**src/rtl/sc_dot_product_decoder.sv**
```systemverilog
// Windowed ones-counter for the stochastic dot-product stream: counts ones over
// 2^WIDTH bits and presents the rescaled binary result on a valid/ready handshake.
module sc_dot_product_decoder #(
    parameter int unsigned WIDTH     = 8,
    parameter int unsigned DIMENSION = 4,
    parameter int unsigned OUT_W     = 2 * WIDTH + $clog2(DIMENSION) + 1
) (
    input  logic             clk,
    input  logic             rst,
    input  logic             in_valid,
    input  logic             in_bit,
    input  logic             out_ready,
    output logic             out_valid,
    output logic [OUT_W-1:0] result,
    output logic [WIDTH:0]   ones_count,
    output logic             busy,
    output logic             aborted
);

    localparam int unsigned CNT_W = WIDTH + 1;
    localparam int unsigned L     = 2 ** WIDTH;
    localparam int unsigned SHIFT = WIDTH + $clog2(DIMENSION);

    typedef enum logic [1:0] {
        IDLE  = 2'd0,
        ACCUM = 2'd1,
        DONE  = 2'd2
    } state_e;

    state_e             state_q, state_d;
    logic [CNT_W-1:0]   acc_q, acc_d;
    logic [CNT_W-1:0]   cnt_q, cnt_d;
    logic               out_valid_q, out_valid_d;
    logic [OUT_W-1:0]   result_q, result_d;
    logic [CNT_W-1:0]   ones_q, ones_d;
    logic               busy_q, busy_d;
    logic               aborted_q, aborted_d;
    logic [CNT_W-1:0]   acc_inc;

    // Window framing, accumulation and result hand-off
    always_comb begin
        state_d     = state_q;
        acc_d       = acc_q;
        cnt_d       = cnt_q;
        out_valid_d = out_valid_q;
        result_d    = result_q;
        ones_d      = ones_q;
        aborted_d   = 1'b0;
        acc_inc     = acc_q + CNT_W'(in_bit);

        case (state_q)
            IDLE: begin
                if (in_valid) begin
                    acc_d   = CNT_W'(in_bit);
                    cnt_d   = CNT_W'(1);
                    state_d = ACCUM;
                end
            end
            ACCUM: begin
                if (in_valid) begin
                    // cnt_q is the index of the sample captured on this edge
                    if (cnt_q == CNT_W'(L - 1)) begin
                        ones_d      = acc_inc;
                        result_d    = OUT_W'(acc_inc) << SHIFT;
                        out_valid_d = 1'b1;
                        acc_d       = '0;
                        cnt_d       = '0;
                        state_d     = DONE;
                    end else begin
                        acc_d = acc_inc;
                        cnt_d = cnt_q + CNT_W'(1);
                    end
                end else begin
                    acc_d     = '0;
                    cnt_d     = '0;
                    aborted_d = 1'b1;
                    state_d   = IDLE;
                end
            end
            DONE: begin
                if (out_valid_q && out_ready) begin
                    out_valid_d = 1'b0;
                    state_d     = IDLE;
                end
            end
            default: begin
                state_d = IDLE;
            end
        endcase

        busy_d = (state_d == ACCUM);
    end

    always_ff @(posedge clk or posedge rst) begin
        if (rst) begin
            state_q     <= IDLE;
            acc_q       <= '0;
            cnt_q       <= '0;
            out_valid_q <= 1'b0;
            result_q    <= '0;
            ones_q      <= '0;
            busy_q      <= 1'b0;
            aborted_q   <= 1'b0;
        end else begin
            state_q     <= state_d;
            acc_q       <= acc_d;
            cnt_q       <= cnt_d;
            out_valid_q <= out_valid_d;
            result_q    <= result_d;
            ones_q      <= ones_d;
            busy_q      <= busy_d;
            aborted_q   <= aborted_d;
        end
    end

    assign out_valid  = out_valid_q;
    assign result     = result_q;
    assign ones_count = ones_q;
    assign busy       = busy_q;
    assign aborted    = aborted_q;

endmodule

```
**config.mk**
```make
export PLATFORM = sky130hd
export DESIGN_NAME = sc_dot_product_decoder
export DESIGN_NICKNAME = d
export VERILOG_FILES = /design/src/rtl/sc_dot_product_decoder.sv
export SDC_FILE = /design/constraint.sdc
export NUM_CORES = 1
export LEC_CHECK = 0
export ABC_CLOCK_PERIOD_IN_PS = 2300
export CORE_MARGIN = 1
export CORE_UTILIZATION = 51
export DETAILED_ROUTE_END_ITERATION = 16
export HOLD_SLACK_MARGIN = 0.02
export PLACE_DENSITY = 0.8
export SLEW_MARGIN = 10
export SYNTH_ARGS = -nofsm -noshare
export SYNTH_HDL_FRONTEND = slang
export SYNTH_SLANG_ARGS = --single-unit
```
**constraint.sdc**
```tcl
create_clock -name clk -period 2.3 [get_ports clk]
set_clock_uncertainty 0.1 [all_clocks]
set_input_delay 0.46 -clock clk [delete_from_list [all_inputs] [get_ports clk]]
set_output_delay 0.46 -clock clk [all_outputs]
set_load 0.01 [all_outputs]
```
==> impl_metrics.py <==
metrics = {
    "worst_setup_path": {
        "path_cells": "ha_1 > nand3_1 > or3_4 > nor2_4 > mux2_2",
        "worst-setup-path-type": "flop to flop",
        "worst-path-max-fanout": 10,
        "cp-end-kind": "flop",
        "worst_path_largest_cell_delay_ns": 0.42,
        "cp.required_ns": 2.43,
        "start_kind": "flop",
        "arrival_ns": 2.29,
        "crit_slowest_cell": "or3_4",
    },
    "synthesis": {
        "syn_inst": 161,
        "ys.flop_type": "dfrtp_1",
        "yosys_warnings": 0,
        "ys_seq_elements": 32,
        "seq_area_frac_synth_pct": 45.85,
        "synth_enable_flop_cells": 0,
        "async_flop_share_pct": 100.0,
        "syn_area_um2": 1747,
        "avgSynthCellArea_um2": 10.85,
        "ys_types": 42,
    },
    "clocking": {
        "cts_sinks": 32,
        "clkTransAtPathRegs_ns": 0.10,
        "ctsLongestPathBuffers": 2,
        "hold_buffers": 0,
        "cts_buffers": 5,
        "cts_root_buf": "clkbuf_4",
        "clk_latency_ns": 0.33,
        "post-cts-setup-buffers": 0,
        "cts_tree": "yes",
        "cts_resized": 0,
        "h-tree-depth": 2,
    },
    "grt": {
        "grt_max_degree": 33,
        "antenna_found_initial": 0,
        "grt_pass1_vias": 1094,
        "grt_pass1_wl_um": 5050,
        "grt_usage_pct": 19.27,
        "grt_overflow": 0,
    },
    "layout": {
        "final_common_cell": "dfrtp_1",
        "area_growth_pct": 15.40,
        "fin_cells": 229,
        "nFillCells": 266,
        "layout.nets": 193,
        "mostFrequentLayoutCells": "dfrtp_1, clkdlybuf4s50_1, nand2_1, nor2_1, conb_1",
        "multi_input_area_um2": 773.2,
        "fin_util_pct": 63.93,
        "drive_gt1_share_pct": 17.84,
        "ff_latch_area_um2": 800.8,
        "n_antenna_cell": 0,
    },
    "routing": {
        "firstDrtPassIters": 4,
        "routed_wl_um": 3107,
        "drc": 0,
        "vias": 1181,
        "routed_via_density": 5.157,
        "wl_per_cell_um": 13.57,
        "drtIter0Drc": 36,
        "ant_nets": 0,
    },
    "timing": {
        "relSlewSlack_pct": 64.08,
        "fmax_mhz": 464.2,
        "finalSetupTns_ns": 0,
        "setup_viol": 0,
        "worst_pin_slew_ns": 0.5363,
        "fin_crit_sh_pct": 93.66,
        "drv_slew": 0,
        "grt_setup_unrepaired": "no",
        "hold_violations": 0,
        "min_period_ns": 2.154,
    },
    "hold_path": {
        "hold_class": "input pin to asynchronous set/reset pin",
    },
    "die": {
        "die_area_um2": 3663,
        "initial_core_util_pct": 55.40,
        "dieHeight_um": 60.52,
        "rows": 20,
        "core_area_um2": 3153,
        "die_x_um": 60.52,
        "ios": 36,
    },
    "place": {
        "place.gp.congestion": 0.7598,
        "hpwl_um": 2117,
        "port_buffers": 25,
        "placed_cells": 222,
    },
    "run": {
        "max_cap_violations": 0,
    },
    "power": {
        "ir_drop_uv": 290.1,
        "p_leak_nw": 0.9442,
        "p_per_area_nw_per_um2": 520.2,
    },
    "outcome": {
        "status": "finished clean",
    },
}
-- state kept, by name, summed over array words and instances, names as in the netlist --
signal	flops
busy	1
acc_q	9
result	9
cnt_q	9
aborted	1
out_valid	1
state_q	2
-- critical path: cells and delay by family, from the launching register on --
kind | cells | cell delay, ns
mux | 1 | 0.38
simple gates | 3 | 0.97
flops | 1 | 0.41
fa+ha+maj | 1 | 0.19
-- synthesized netlist by cell type (all sizes together), types with 5 or more instances --
library cell,count,area share [%]
dfrtp,32,46
buf,23,11
nand2,12,2.6
nor2,12,3.0
mux2,9,7.5
xor2,7,3.5
a21oi,6,1.7
xnor2,6,3.0
a31oi,5,1.8
and3,5,1.9
nand3,5,1.4
-- report_power, final --
group | switching (mW) | total [mW] | internal [mW]
clock network | 0.190 | 0.363 | 0.173
logic | 0.0551 | 0.0928 | 0.0377
registers | 0.0153 | 0.592 | 0.577
total | 0.261 | 1.05 | 0.788
-- layout make-up --
cell class / count / share of cell area, %
Sequential cell: 32 / 39.73
Multi-Input combinational cell: 110 / 38.36
Timing Repair Buffer: 33 / 15.39
Clock buffer: 7 / 3.228
Tap cell: 44 / 2.731
Inverter: 3 / 0.5587
-- per-layer routing --
layer,vias up,wire length [um],GRT usage [%]
met5,-,0,0
met1,561,1409,24.73
met4,0,68,8.442
li1,577,-,-
met2,36,1472,30.14
met3,7,156,5.970
-- cell families after synthesis --
logic type / count (synthesis) / synth area share, %
compound gates: 27 / 11.03
xor+xnor: 13 / 6.519
fa+ha+maj: 3 / 2.149
buf+inv: 28 / 11.82
flops: 32 / 45.85
mux: 11 / 8.668
other cells: 1 / 0.2147
simple gates: 46 / 13.75
-- path summary, 6_finish.rpt --
kind / start / end / slack (ns) / depth (start not counted)
worst max-delay path: cnt_q[0] / result[18] / 0.15 / 5
worst min-delay path: rst / state_q[0] / 0.40 / 3
worst max register to register: cnt_q[0] / result[18] / 0.15 / 5
worst min register to register: acc_q[8] / acc_q[8] / 0.42 / 1
max in group asynchronous: rst / cnt_q[5] / 1.41 / 3
min in group clk: acc_q[8] / acc_q[8] / 0.42 / 1
-- stage by stage --
step / power [mW] / setup slack [ns] / hold slack [ns] / instance area, um^2
2_1_floorplan: 0.6773 / 0.3989 / 0.3536 / 1780
3_3_place_gp: 0.6926 / -0.01177 / 0.3683 / 1951
3_5_place_dp: 0.6955 / -0.02255 / 0.4021 / 1951
4_1_cts: 1.054 / 0.1239 / 0.4185 / 2016
5_1_grt: 1.093 / 0.02986 / 0.4433 / 2016
6_report: 1.049 / 0.1457 / 0.4009 / 2016
Power figures use the tool's default switching activity.
